[config.mk]
export PLATFORM = sky130hd
export DESIGN_NAME = ctrl_relogio
export DESIGN_NICKNAME = d
export VERILOG_FILES = /design/src/rtl/relogio_pkg.sv /design/src/rtl/detector_borda.sv /design/src/rtl/ctrl_relogio.sv
export SDC_FILE = /design/constraint.sdc
export NUM_CORES = 1
export LEC_CHECK = 0
export ABC_AREA = 1
export ABC_CLOCK_PERIOD_IN_PS = 1500
export CAP_MARGIN = 10
export CORE_ASPECT_RATIO = 1.2
export CORE_UTILIZATION = 30
export DETAILED_ROUTE_END_ITERATION = 8
export PLACE_DENSITY = 0.42
export SLEW_MARGIN = 5
export SYNTH_ARGS = -nofsm -noshare
export SYNTH_HDL_FRONTEND = slang
export SYNTH_HIERARCHICAL = 1
export SYNTH_SLANG_ARGS = --single-unit
[constraint.sdc]
create_clock -name ctrl_clock -period 1.5 [get_ports ctrl_clock]
set_input_delay 0.15 -clock ctrl_clock [delete_from_list [all_inputs] [get_ports ctrl_clock]]
set_output_delay 0.15 -clock ctrl_clock [all_outputs]
set_load 0.02 [all_outputs]
[src/rtl/relogio_pkg.sv]
// Shared types and constants for the clock controller slice.
package relogio_pkg;

    typedef enum logic [1:0] {
        RUN      = 2'd0,
        SET_HORA = 2'd1,
        SET_MIN  = 2'd2
    } estado_t;

    localparam int unsigned TICK_DIV_PADRAO = 50_000_000;

endpackage

[src/rtl/detector_borda.sv]
// Rising-edge detector for an already-synchronized button level.
module detector_borda (
    input  logic clock,
    input  logic reset,
    input  logic nivel,
    output logic borda
);

    logic anterior;
    logic armado;

    always_ff @(posedge clock) begin
        if (reset) begin
            anterior <= 1'b0;
            armado   <= 1'b0;
        end else begin
            anterior <= nivel;
            armado   <= 1'b1;
        end
    end

    // History is cleared in reset, so the first cycle after release is masked:
    // a button held through reset must not look like a fresh press.
    assign borda = armado & nivel & ~anterior;

endmodule

[src/rtl/ctrl_relogio.sv]
// Clock controller: 1 s prescaler, RUN/SET_HORA/SET_MIN mode FSM, counter enables and blink gate.
module ctrl_relogio
    import relogio_pkg::*;
#(
    parameter int unsigned TICK_DIV = TICK_DIV_PADRAO
) (
    input  logic       ctrl_clock,
    input  logic       ctrl_reset,
    input  logic       ctrl_btn_mode,
    input  logic       ctrl_btn_inc,
    input  logic       ctrl_minuto_carry,
    input  logic       ctrl_hora_carry,
    output logic       ctrl_enable_s,
    output logic       ctrl_enable_m,
    output logic       ctrl_enable_h,
    output logic       ctrl_clear_s,
    output logic [1:0] ctrl_state,
    output logic       ctrl_blink
);

    localparam int unsigned CW   = $clog2(TICK_DIV);
    localparam int unsigned MEIO = TICK_DIV / 2;

    if ((TICK_DIV % 2) != 0 || TICK_DIV < 4) begin : g_tick_div_invalido
        $error("ctrl_relogio: TICK_DIV must be even and >= 4");
    end

    estado_t       estado, estado_prox;
    logic [CW-1:0] presc;
    logic [CW-1:0] cnt_pisca;
    logic          tick;
    logic          borda_mode, borda_inc;
    logic          en_s_d, en_m_d, en_h_d, clr_d;

    detector_borda u_det_mode (
        .clock (ctrl_clock),
        .reset (ctrl_reset),
        .nivel (ctrl_btn_mode),
        .borda (borda_mode)
    );

    detector_borda u_det_inc (
        .clock (ctrl_clock),
        .reset (ctrl_reset),
        .nivel (ctrl_btn_inc),
        .borda (borda_inc)
    );

    assign tick = (presc == CW'(TICK_DIV - 1));

    // Mode edge has priority over everything else, including a tick in RUN.
    always_comb begin
        estado_prox = estado;
        en_s_d      = 1'b0;
        en_m_d      = 1'b0;
        en_h_d      = 1'b0;
        clr_d       = 1'b0;
        case (estado)
            RUN: begin
                if (borda_mode) begin
                    estado_prox = SET_HORA;
                    clr_d       = 1'b1;
                end else if (tick) begin
                    en_s_d = 1'b1;
                    en_m_d = ctrl_minuto_carry;
                    en_h_d = ctrl_minuto_carry & ctrl_hora_carry;
                end
            end
            SET_HORA: begin
                if (borda_mode) estado_prox = SET_MIN;
                else            en_h_d      = borda_inc;
            end
            SET_MIN: begin
                if (borda_mode) estado_prox = RUN;
                else            en_m_d      = borda_inc;
            end
            default: estado_prox = RUN;
        endcase
    end

    always_ff @(posedge ctrl_clock) begin
        if (ctrl_reset) begin
            estado        <= RUN;
            presc         <= '0;
            cnt_pisca     <= '0;
            ctrl_enable_s <= 1'b0;
            ctrl_enable_m <= 1'b0;
            ctrl_enable_h <= 1'b0;
            ctrl_clear_s  <= 1'b0;
            ctrl_blink    <= 1'b0;
        end else begin
            estado        <= estado_prox;
            ctrl_enable_s <= en_s_d;
            ctrl_enable_m <= en_m_d;
            ctrl_enable_h <= en_h_d;
            ctrl_clear_s  <= clr_d;

            if ((estado == SET_MIN && borda_mode) || tick) presc <= '0;
            else                                           presc <= presc + 1'b1;

            // Blink phase restarts on every entry into a set mode.
            if (estado_prox == RUN) begin
                ctrl_blink <= 1'b0;
                cnt_pisca  <= '0;
            end else if (estado_prox != estado) begin
                ctrl_blink <= 1'b1;
                cnt_pisca  <= '0;
            end else if (cnt_pisca == CW'(MEIO - 1)) begin
                ctrl_blink <= ~ctrl_blink;
                cnt_pisca  <= '0;
            end else begin
                cnt_pisca <= cnt_pisca + 1'b1;
            end
        end
    end

    assign ctrl_state = estado;

endmodule
Yosys cells after proc, flatten, opt, wreduce, memory -nomap -nowiden
Index checks and enable logic that the tools add are counted.
{"block": "totals", "rom_bits": 0, "latch_bits": 0, "regBits": 62, "inputBits": 6, "mem_bits_rw": 0, "memories": 0}
{"block": "op_classes", "div": 0, "muxes": 16, "shift": 0, "magnitude_cmp": 0, "n_eq_ne": 5, "multipliers": 0, "n_bitwise": 9, "n_addsub": 2, "reduce_logical": 10}
{"cell": "$add A26 B1 Y26 const B", "count": 2}
{"cell": "$eq A26 B25 Y1 const B", "count": 1}
{"cell": "$eq A26 B26 Y1 const B", "count": 1}
{"cell": "$mux W1", "count": 10}
{"cell": "$mux W2", "count": 3}
{"cell": "$pmux W2 S3", "count": 1}
{"cell": "$reduce_or A2 Y1", "count": 3}
{"cell": "$and A1 B1 Y1", "count": 5}
{"cell": "$logic_not A2 Y1", "count": 2}
{"cell": "$not A1 Y1", "count": 4}
{"cell": "$pmux W1 S2", "count": 2}
{"cell": "$reduce_or A4 Y1", "count": 1}
{"cell": "$reduce_or A3 Y1", "count": 1}
{"cell": "$eq A2 B1 Y1 const B", "count": 1}
{"cell": "$eq A2 B2 Y1 const B", "count": 1}
{"cell": "$ne A2 B2 Y1", "count": 1}
{"cell": "$reduce_bool A2 Y1", "count": 1}
{"cell": "$logic_and A1 B1 Y1", "count": 1}
{"cell": "$logic_or A1 B1 Y1", "count": 1}

Logic depth before layout (Yosys ltp)
Gate-level depths: netlist of the first run.
{"block": "logic_depth", "depth_word": 6, "mapped_depth": 10, "mapped_depth_nobuf": 9}

Cells and area by module
The synthesis of the first run kept the hierarchy.
{"module": "ctrl_relogio", "area_each_um2": 3205.6, "instances": 1, "cells_per_inst": 502}
{"module": "detector_borda", "area_each_um2": 61.3, "instances": 2, "cells_per_inst": 7}

Worst setup path before layout of the first run
Ideal clock, no wire load.
{"block": "synth_timing", "path_type": "register to register", "startpoint": "register cnt_pisca[0]", "endpoint": "register cnt_pisca[16]", "stages_incl_launch_ff": 10, "setup_time_ns": 0.115, "required_ns": 1.385, "path_slack_ns": 0.112, "arrival_time_ns": 1.274, "synth_period_minus_slack_ns": 1.388, "path_cell_list": "dfxtp_1 > ha_1 > nand2_1 > nor2_4 > nand3_1 > nor2_1 > nand2_1 > nand3_4 > buf_6 > nor2_1"}
{"block": "synth_via", "elab_chain_len": 2, "word_cells_on_any_way": 3}
{"item": "start, declared", "line_no": "ctrl_relogio.sv:30", "rtl": "logic [CW-1:0] cnt_pisca;"}
{"item": "start signal, assigned", "line_no": "ctrl_relogio.sv:112", "rtl": "cnt_pisca <= cnt_pisca + 1'b1;"}
{"item": "branches (longest 2 deep; another with $add A26 B1 Y26)"}
Several ways; the timed one is not identified.
A chain may end at the register's enable or synchronous reset.

Final worst setup path of the first run
{"block": "layout_timing", "startpoint": "register cnt_pisca[1]", "endpoint": "register cnt_pisca[7]"}
Same word-level chain as after synthesis.

==> results.md, run 1 <==
* Number of flops mapped to enable cells by yosys at 0
* Critical path type: reg2reg
* Cells after DPL at 692
* Cts bufs inserted at 9
* CP required at 1.72 ns
* Clock Latency Late Sink at 0.33 ns
* DRT Wirelength at 8740 um
* Top-Level Pins at 13
* Status: finished, final reports clean
* Pwr Density at 867 nW/um^2
* Worst slack, placed at -0.137 ns
* H-tree Lvls at 3
* Depth of the most critical reg-to-reg path at 9
* Unique cell type count in the Yosys netlist at 27
* Slew Limit Fails at 0
* Fmax achieved at 0.704 GHz
* Site Rows at 41
* CP Capture Type: register
* WL/cell at 12.3 um
* Diode count at 0
* Core ar. at 10,700 um^2
* Post-Syn Area per Cell at 6.45 um^2
* Worst hold margin at 0.375 ns
* Final Critical Period at 1.42 ns
* P_leak at 1.55 nW
* Fin crit share at 94.7%
* Yosys top cell area share at 37.9%
* Worst setup path end: cnt_pisca[7]
* Global-route wire length before repair at 14,200 um
* Count leader, synth: nand2_1
* P&R area growth vs syn at 32.5%
* Max stage delay on crit path at 0.35 ns
* Vias per std cell at 4.49
* Vias in the first global route at 3,079
* Die X at 98.2 um
* Hold-fix buffers, CTS at 0
* Post-Syn Area at 3330 um^2
* Setup Viol. Count Final at 0
* Initial DRT Pass Iterations at 6
* Post-route DRC at 0
* Starting Density at 31.2%
* Final hold violation count at 0
* Predominant post-synthesis flop cell: dfxtp_1
* Reg2reg start: cnt_pisca[1]
* Share of async-settable or async-resettable flops after synthesis at 0%
* Worst Tran Pin Value at 0.314 ns
* RSZ-0062 raised after global routing: yes
* Placer Congestion at 0.828
* I/O Buffers at 12
* Via count at 3,191
* Final setup margin at 0.0793 ns
* Synth Instances at 516
* Largest net degree at the start of global routing at 21
* Initial DRC Count at 96
* Fin Setup TNS at 0 ns
* Die span in y at 117 um
* Arrival time at the worst endpoint at 1.64 ns
* Initial antenna violation count at 0
* Reg clk slew, reported paths at 0.05 ns
* Nets at 587
* Worst hold-check path type: in2reg
* CTS tree: done
* Register area share after synthesis at 37.9%
* Ys Warns at 6
* Max_cap viols at 0
* Top cell type by total area after synthesis: dfxtp_1
* Synth Register Bits at 63
* Peak VDD IR at 421 uV
* Crit start category: register
* Critical-path top delay cell: dfxtp_2
* Clock sinks at 63
* Syn nets at 524
* Worst Path Max Fanout at 10
* Clk_skew at 0.00740 ns
* Post-DP HPWL at 6500 um
* Max Root-Sink Buffers at 2
* Critical path, cell by cell: ha_4, nand2_2, nor2_4, nand3_2, nor2_4, nand2_2, nand3_4, clkbuf_16, nor2_1
* Antenna viol nets, final at 0
* GR Overflow Total at 0
* Post-synth top cells: 162 x nand2_1, 114 x nor2_1, 63 x dfxtp_1, 59 x inv_1, 22 x a21oi_1
* Non-filler cells in the finished layout at 711
* Clk root buf: clkbuf_16
* Crit Reg-Reg Endpoint: cnt_pisca[7]
* Worst slew margin at 79.0%
* Die ar. at 11,500 um^2
* Ratio of cells with drive above 1 in the final layout at 20.6%
* Synth area leaders: dfxtp_1 38%, nand2_1 18%, nor2_1 13%
* Critical path launch point: cnt_pisca[1]
* R2r setup slk at 0.08 ns
* GRT Total Usage at 15.6%
[repair_timing]
action                     in CTS  in global routing
gates resized for setup         7                 46
pin swaps                       1                 11
gates cloned                    0                  3
setup endpoints to repair      24                 54
buffers inserted                0                  2
[how the worst min path moves through the flow]
stage	start	to	slack, ns	depth (start not counted)
6_report	ctrl_btn_inc	u_det_inc/anterior	0.37	3
5_1_grt	ctrl_btn_inc	u_det_inc/anterior	0.40	3
4_1_cts	ctrl_btn_inc	u_det_inc/anterior	0.37	3
3_5_place_dp	presc[25]	presc[25]	0.47	2
3_3_place_gp	presc[25]	presc[25]	0.46	2
2_1_floorplan	ctrl_reset	u_det_inc/armado	0.21	1
[critical path, delay by kind of cell (launching register included)]
family        cells  cell delay (ns)
flops             1             0.35
buf+inv           1             0.18
simple gates      7             0.66
fa+ha+maj         1             0.14
[stage by stage]
step | power, mW | util (%) | instance area (um^2)
2_1_floorplan | 1.83 | - | 3330
3_3_place_gp | 1.92 | 36.5 | 3890
3_5_place_dp | 1.92 | 36.5 | 3890
4_1_cts | 3.84 | 39.2 | 4180
5_1_grt | 3.98 | 41.3 | 4410
6_report | 3.82 | 41.3 | 4410
[placed cells by master, fill, tap and decap left out, drive strengths merged]
master / instances
a21oi: 23
nand2: 167
o21bai: 1
or2: 2
nor3b: 1
nand4: 9
xnor2: 7
dfxtp: 63
clkinv: 1
ha: 2
nand3: 22
nand3b: 6
nor2: 127
o21ai: 3
nor3: 6
buf: 41
inv: 61
xor2: 11
nor4: 1
clkbuf: 16
dlygate4sd2: 2
clkdlybuf4s50: 10
[where the power goes]
part | internal (mW) | switching, mW
clock | 1.19 | 0.709
sequential | 1.70 | 0.0165
combinational | 0.110 | 0.102
total | 2.99 | 0.828
[final cells by class]
class	instances	area, um^2
Clock inverter	1	5.00
Timing Repair Buffer	56	546
Sequential cell	63	1270
Clock buffer	13	260
Inverter	61	229
Fill cell	1156	6260
Tap cell	129	161
Multi-Input combinational cell	388	1940
[metal layers]
layer  vias up  part of all wire (%)  GRT usage (%)
met3         8                   2.2           3.46
met2        38                    53           27.7
met1      1429                    44           18.2
met4         0                   1.2           5.88
met5         -                     0              0
li1       1716                     -              -
[kinds of logic (layout without fill, tap and decap cells)]
logic type / after synthesis / after routing / synth area share, %
and+or+nand+nor: 341 / 341 / 44.1
buffers and inverters: 65 / 131 / 8.23
xor gates and xnor gates: 18 / 18 / 4.74
AOI/OAI and AO/OA: 27 / 27 / 4.25
adders and majority gates: 2 / 2 / 0.752
DFF: 63 / 63 / 37.9
Note: power is estimated with default switching activity, not from simulation.
==> inputs of run 2 (changes only) <==
--- a/config.mk
+++ b/config.mk
@@ -8,12 +8,11 @@
 export ABC_AREA = 1
 export ABC_CLOCK_PERIOD_IN_PS = 1500
 export CAP_MARGIN = 10
-export CORE_ASPECT_RATIO = 1.2
-export CORE_UTILIZATION = 30
+export CORE_ASPECT_RATIO = 1.5
+export CORE_UTILIZATION = 60
 export DETAILED_ROUTE_END_ITERATION = 8
-export PLACE_DENSITY = 0.42
+export PLACE_DENSITY = 0.76
 export SLEW_MARGIN = 5
 export SYNTH_ARGS = -nofsm -noshare
 export SYNTH_HDL_FRONTEND = slang
-export SYNTH_HIERARCHICAL = 1
 export SYNTH_SLANG_ARGS = --single-unit
==> run 2 against run 1 <==
  * The flow now finishes with violations (negative setup slack)
  * Clock power down 25%
  * Clock skew grew 0.0022 ns
  * Clock-buffer cell count is 1 lower
  * Setup slack worse by 0.095 ns
  * Area after synthesis is 3.9% lower
  * Fmax down 6.3%
  * Global-route usage increased by 13 points
  * Die area fell by 51%
  * First-iteration DRC count increased by 100%
  * Sequential cell count fell by 1
  * Design area shrank 7.8%
  * Sequential power about the same
==> results.md, run 2 <==
* Largest net degree at the start of global routing at 22 (+4.8%)
* Top delay family on crit path: simple AND/OR/NAND/NOR gates
* Core ar. at 5120 um^2 (-52%)
* Predominant post-synthesis flop cell: dfxtp_1
* Post-synth top cells: 115 x nand2_1, 83 x nor2_1, 62 x dfxtp_1, 59 x inv_1, 26 x nand3_1
* Max_cap viols at 0 (unchanged)
* Clk root buf: clkbuf_8
* Clock Latency Late Sink at 0.35 ns (+0.02 ns)
* Peak VDD IR at 630 uV (+50%)
* Site Rows at 32 (-22%)
* Count leader, synth: nand2_1
* Via count at 3,124 (-2.1%)
* Final hold violation count at 0 (unchanged)
* Fmax achieved at 0.660 GHz (-6.3%)
* Worst hold-check path type: in2reg
* Worst slew margin at 73.6% (-5.5 points)
* Hold-fix buffers, CTS at 0 (unchanged)
* Arrival time at the worst endpoint at 1.75 ns (+0.11 ns)
* Initial DRC Count at 193 (+100%)
* CTS tree: done
* Pwr Density at 816 nW/um^2 (-5.8%)
* Fin Setup TNS at -0.127 ns (-0.127 ns)
* WP buf/inv at 1 (unchanged)
* Hold worst-path end: u_det_mode.anterior
* P&R area growth vs syn at 27.2%
* Die ar. at 5630 um^2 (-51%)
* Unique cell type count in the Yosys netlist at 31 (+15%)
* Post-Syn Area per Cell at 6.86 um^2 (+6.4%)
* Die span in y at 91.4 um (-22%)
* Pwr Total at 3.32 mW (-13%)
* Slew Limit Fails at 0 (unchanged)
* Max Root-Sink Buffers at 2 (unchanged)
* RSZ-0062 raised after global routing: yes
* Diode count at 0 (unchanged)
* Hold path startpoint: ctrl_btn_mode
* Global-route wire length before repair at 12,000 um (-15%)
* GR Overflow Total at 0 (unchanged)
* Placer Congestion at 0.937 (+13%)
* Number of flops mapped to enable cells by yosys at 0 (unchanged)
* Antenna viol nets, final at 0 (unchanged)
* Synth Register Bits at 62 (-1.6%)
* Top-Level Pins at 13 (unchanged)
* Top cell type by total area after synthesis: dfxtp_1
* Worst Path Max Fanout at 5 (-5)
* Fin crit share at 101% (+6.3 points)
* Post-route DRC at 0 (unchanged)
* Most frequent cells in the layout: 112 x nand2_1, 74 x nor2_1, 57 x inv_1
* Core Util, Final at 79.3% (+38 points)
* Reg2reg start: cnt_pisca[0]
* Reg clk slew, reported paths at 0.07 ns (+0.02 ns)
* Depth of the most critical reg-to-reg path at 9 (unchanged)
* R2r setup slk at -0.02 ns (-0.09 ns)
* Final Critical Period at 1.52 ns (+0.0948 ns)
* Nets at 533 (-9.2%)
* Commonest non-fill, non-tap cell in the layout: nand2_1
* Crit start category: register
* Yosys top cell area share at 38.8% (+0.93 points)
* Critical path type: reg2reg
* Post-layout instance area at 4070 um^2 (-7.8%)
* Final setup margin at -0.0156 ns (-0.0948 ns)
* P_leak at 1.46 nW (-5.5%)
* Clk_skew at 0.00960 ns (+0.00220 ns)
* Syn nets at 474 (-9.5%)
* Clock sinks at 62 (-1.6%)
* Critical-path top delay cell: dfxtp_2
* Placed Area at 3640 um^2 (-6.5%)
* CP Capture Type: register
* CP required at 1.74 ns (+0.02 ns)
* Ratio of cells with drive above 1 in the final layout at 22.8% (+2.2 points)
* Synth area leaders: dfxtp_1 39%, nand2_1 14%, nor2_1 9.7%
* Post-Syn Area at 3200 um^2 (-3.9%)
* Status: finished, violations left
* WL/cell at 13.3 um (+8.5%)
* Post-DP HPWL at 5590 um (-14%)
* Register area share after synthesis at 38.8% (+0.93 points)
* Vias per std cell at 5.22 (+16%)
* Initial antenna violation count at 0 (unchanged)
* Worst Tran Pin Value at 0.395 ns (+0.0816 ns)
* I/O Buffers at 12 (unchanged)
* H-tree Lvls at 3 (unchanged)
* Critical path, cell by cell: ha_4, nand2_4, nor2_4, nand3_2, nor2_2, nand2_2, nand3_4, clkbuf_16, a21oi_2
* Max stage delay on crit path at 0.35 ns (about the same)
* Crit Reg-Reg Endpoint: cnt_pisca[17]
* Die X at 61.6 um (-37%)
* Vias in the first global route at 2,972 (-3.5%)
* Synth Instances at 466 (-9.7%)
* Setup Viol. Count Final at 15 (+15)
* Initial DRT Pass Iterations at 4 (-2)
* Cts bufs inserted at 9 (unchanged)
* Failing checks: negative setup slack
* Hold path depth at 3 (unchanged)
* Share of async-settable or async-resettable flops after synthesis at 0% (unchanged)
* Starting Density at 62.4% (+31 points)
* Ys Warns at 0 (-6)
* GRT Total Usage at 28.8% (+13 points)
* DRT Wirelength at 7980 um (-8.7%)
==> run 2: worst reg2reg max path, stage by stage, from the launching register on <==
cell	delay (ns)
dfxtp_2	0.35
ha_4	0.15
nand2_4	0.06
nor2_4	0.21
nand3_2	0.09
nor2_2	0.10
nand2_2	0.09
nand3_4	0.14
clkbuf_16	0.18
a21oi_2	0.04
==> run 2: area by class of cell <==
type / instances / area [um^2]
clock buffer: 12 / 135
clock inverter: 4 / 47.5
fill: 387 / 1060
inverter: 61 / 229
multi-input combinational: 339 / 1820
sequential: 62 / 1250
tap: 68 / 85.1
timing repair buffer: 52 / 498
==> run 2: logic make-up after synthesis <==
logic type,synth area share (%)
simple gates,39.9
xor+xnor,5.75
flops,38.8
compound gates,6.15
buf+inv,8.57
fa+ha+maj,0.783
==> run 2: where the power goes <==
part,total (mW),internal (mW),switching (mW),leakage [nW]
combinational,0.219,0.110,0.109,0.868
sequential,1.68,1.67,0.0169,0.506
clock,1.42,0.763,0.655,0.0904
==> run 2: timing repair <==
action	4_1_cts	5_1_grt
gates resized for setup	10	38
gates cloned	0	3
pin swaps	2	10
setup endpoints to repair	47	52
setup buffers	0	4
==> run 2: routing by layer <==
metal	routed length, um	global-route usage [%]
met3	230	6.84
met4	446	19.6
met1	2960	26.2
met2	4340	52.0
met5	0	0
==> run 2: worst max-delay path by stage <==
stage	from	end	slack (ns)	cells past startpoint
global placement	ctrl_reset	cnt_pisca[18]	-0.07	9
CTS	cnt_pisca[0]	cnt_pisca[2]	0.02	9
floorplan	cnt_pisca[0]	cnt_pisca[18]	0.03	9
finish	cnt_pisca[0]	cnt_pisca[17]	-0.02	9
global route	cnt_pisca[0]	cnt_pisca[17]	-0.1	9
detailed placement	ctrl_btn_mode	cnt_pisca[21]	-0.14	12
==> run 2: through the flow <==
stage / hold WS, ns / std cells / setup WS (ns)
2_1_floorplan: 0.219 / 466 / 0.0267
3_3_place_gp: 0.455 / 575 / -0.0696
3_5_place_dp: 0.463 / 575 / -0.135
4_1_cts: 0.362 / 591 / 0.0161
5_1_grt: 0.387 / 598 / -0.0989
6_report: 0.360 / 598 / -0.0156
==> inputs of run 3 (changes only) <==
--- a/config.mk
+++ b/config.mk
@@ -9,9 +9,10 @@
 export ABC_CLOCK_PERIOD_IN_PS = 1500
 export CAP_MARGIN = 10
 export CORE_ASPECT_RATIO = 1.5
-export CORE_UTILIZATION = 60
+export CORE_UTILIZATION = 63
+export CTS_BUF_LIST = sky130_fd_sc_hd__clkbuf_8
 export DETAILED_ROUTE_END_ITERATION = 8
-export PLACE_DENSITY = 0.76
+export PLACE_DENSITY = 0.79
 export SLEW_MARGIN = 5
 export SYNTH_ARGS = -nofsm -noshare
 export SYNTH_HDL_FRONTEND = slang
==> run 3 against run 2 <==
  * Clock-buffer cell count unchanged
  * Utilization up 6.4 points
  * First-iteration DRC count up 48%
  * The flow still finishes with violations (negative setup slack)
  * Register-to-register slack about the same
  * Largest cell class unchanged
  * Via count increased by 4.8%
  * Sequential cell count unchanged
  * Sequential share of layout area decreased by 0.60 points
  * Combinational power about the same
  * Highest routed layer unchanged
  * Critical path depth decreased by 3
  * Critical endpoint is now presc[25]
==> results.md, run 3 (synthesis gave the netlist of run 2 again) <==
* Crit Reg-Reg Endpoint: presc[25]
* Initial DRC Count at 286 (+48%)
* Nets at 535 (+0.38%)
* Pwr Density at 871 nW/um^2 (+6.6%)
* Post-route DRC at 0 (unchanged)
* CTS tree: done
* Die span in y at 89.2 um (-2.4%)
* Max Root-Sink Buffers at 2 (unchanged)
* WL/cell at 14.9 um (+12%)
* Hold path depth at 3 (unchanged)
* Register Area at 1260 um^2 (+0.30%)
* Hold path startpoint: ctrl_btn_inc
* Worst hold-check path type: in2reg
* R2r setup slk at -0.01 ns (about the same)
* Fin crit share at 101% (-0.23 points)
* Hold worst-path end: u_det_inc.anterior
* Slew Limit Fails at 0 (unchanged)
* Fmax achieved at 0.661 GHz (+0.23%)
* Status: finished, violations left
* Most frequent cells in the layout: 111 x nand2_1, 69 x nor2_1, 55 x inv_1
* Worst slew margin at 73.9% (+0.33 points)
* I/O Buffers at 12 (unchanged)
* H-tree Lvls at 3 (unchanged)
* CP Capture Type: register
* Reg clk slew, reported paths at 0.07 ns (about the same)
* Max_cap viols at 0 (unchanged)
* Arrival time at the worst endpoint at 1.79 ns (+0.04 ns)
* Initial antenna violation count at 0 (unchanged)
* Core ar. at 4850 um^2 (-5.4%)
* Post-DP HPWL at 5790 um (+3.6%)
* Clk_skew at 0.00818 ns (-0.00142 ns)
* Commonest non-fill, non-tap cell in the layout: nand2_1
* Final setup margin at -0.0121 ns (+0.00345 ns)
* Max stage delay on crit path at 0.46 ns (+0.11 ns)
* Clock sinks at 62 (unchanged)
* GRT Total Usage at 31.6% (+2.8 points)
* Die ar. at 5370 um^2 (-4.6%)
* Vias in the first global route at 2,951 (-0.71%)
* Antenna viol nets, final at 0 (unchanged)
* Top-Level Pins at 13 (unchanged)
* Failing checks: negative setup slack
* P_leak at 1.51 nW (+3.2%)
* CP required at 1.78 ns (+0.04 ns)
* GR Overflow Total at 0 (unchanged)
* CP most frequent cell: nor2_1
* Cts bufs inserted at 9 (unchanged)
* Global-route wire length before repair at 12,400 um (+2.9%)
* Starting Density at 65.9% (+3.6 points)
* Hold-fix buffers, CTS at 0 (unchanged)
* Depth of the most critical reg-to-reg path at 6 (-3)
* Reg2reg start: presc[17]
* Worst Tran Pin Value at 0.390 ns (-0.00500 ns)
* Placer Congestion at 0.935 (-0.26%)
* Diode count at 0 (unchanged)
* Worst slack, placed at -0.164 ns (-0.0287 ns)
* Site Rows at 31 (-3.1%)
* # fillers at 272 (-30%)
* Critical-path top delay cell: dfxtp_1
* Crit start category: register
* Setup Viol. Count Final at 1 (-14)
* Initial DRT Pass Iterations at 8 (+4)
* Clock Latency Late Sink at 0.35 ns (about the same)
* Clk root buf: clkbuf_8
* Final hold violation count at 0 (unchanged)
* Vias per std cell at 5.48 (+4.8%)
* Area of the multi-input gates at 1840 um^2 (+1.2%)
* Via count at 3,275 (+4.8%)
* Final Critical Period at 1.51 ns (-0.00345 ns)
* Ratio of cells with drive above 1 in the final layout at 25.6% (+2.7 points)
* DRT Wirelength at 8930 um (+12%)
* Largest net degree at the start of global routing at 27 (+23%)
* Core Util, Final at 85.8% (+6.4 points)
* Die X at 60.2 um (-2.3%)
* P&R area growth vs syn at 30.1%
* Worst Path Max Fanout at 6 (+1)
* Peak VDD IR at 837 uV (+33%)
* Critical path type: reg2reg
* Critical path, cell by cell: nand2_1, nor2_1, nand4_1, nor2_1, nand3b_1, a21oi_1
run 3: changes by cell type in the layout (fill, tap and decap cells not counted), moves of 2 or more:
| cell | change |
|---|---|
| a21oi_1 | +2 |
| nor3_4 | +2 |
| a21oi_2 | -2 |
| nor3_1 | -3 |
| buf_4 | +2 |
| nor2_2 | +5 |
| inv_1 | -2 |
| inv_2 | +3 |
| nand2_2 | +2 |
| clkbuf_8 | +3 |
| nor2_1 | -5 |
| clkbuf_1 | -3 |
run 3: per-layer routing:
layer	wire [um]	global-route usage (%)
met1	3170	29.2
met2	4810	59.2
met3	374	7.53
met4	575	20.3
met5	0	0
run 3: repair_timing:
item / 4_1_cts / 5_1_grt
pin swaps: 3 / 12
gates resized for setup: 5 / 56
setup endpoints to repair: 52 / 54
buffers inserted: 2 / 3
gates cloned: 0 / 3
run 3: how the worst max path moves through the flow:
stage / depth (start not counted) / start / slack [ns] / to
global route: 6 / presc[17] / -0.09 / presc[21]
finish: 6 / presc[17] / -0.01 / presc[25]
floorplan: 9 / cnt_pisca[0] / 0.03 / cnt_pisca[18]
detailed placement: 12 / ctrl_btn_mode / -0.16 / cnt_pisca[23]
global placement: 12 / ctrl_btn_mode / -0.10 / cnt_pisca[21]
CTS: 7 / cnt_pisca[5] / 0.0002 / cnt_pisca[9]
run 3: area by class of cell:
cell class              instances  area share [%]
clock buffers                  12            3.97
well taps                      66            1.99
clock inverters                 4            1.65
inverters                      61            5.51
repair buffers                 54            12.4
flip-flops and latches         62            30.2
multi-input cells             339            44.3
run 3: report_power, final:
group	internal (mW)	total (mW)	switching [mW]	leakage [nW]
sequential	1.67	1.68	0.0138	0.507
clock	1.06	1.72	0.657	0.124
combinational	0.108	0.222	0.114	0.882
total	2.84	3.62	0.785	1.51
run 3: worst max-delay path: cells and delay by family (launching register included):
family          cells  cell delay [ns]
simple gates        5             0.79
flops               1             0.46
compound gates      1             0.19
run 3: metrics by stage:
stage / instance area, um^2 / total power [mW] / setup TNS, ns / hold WS [ns] / std cells
5_1_grt: 4160 / 3.71 / -0.651 / 0.372 / 598
4_1_cts: 3900 / 3.58 / 0 / 0.362 / 592
2_1_floorplan: 3200 / 1.81 / 0 / 0.219 / 466
6_report: 4160 / 3.62 / -0.0121 / 0.364 / 598
3_5_place_dp: 3650 / 1.90 / -3.60 / 0.472 / 574
3_3_place_gp: 3650 / 1.89 / -1.96 / 0.453 / 574
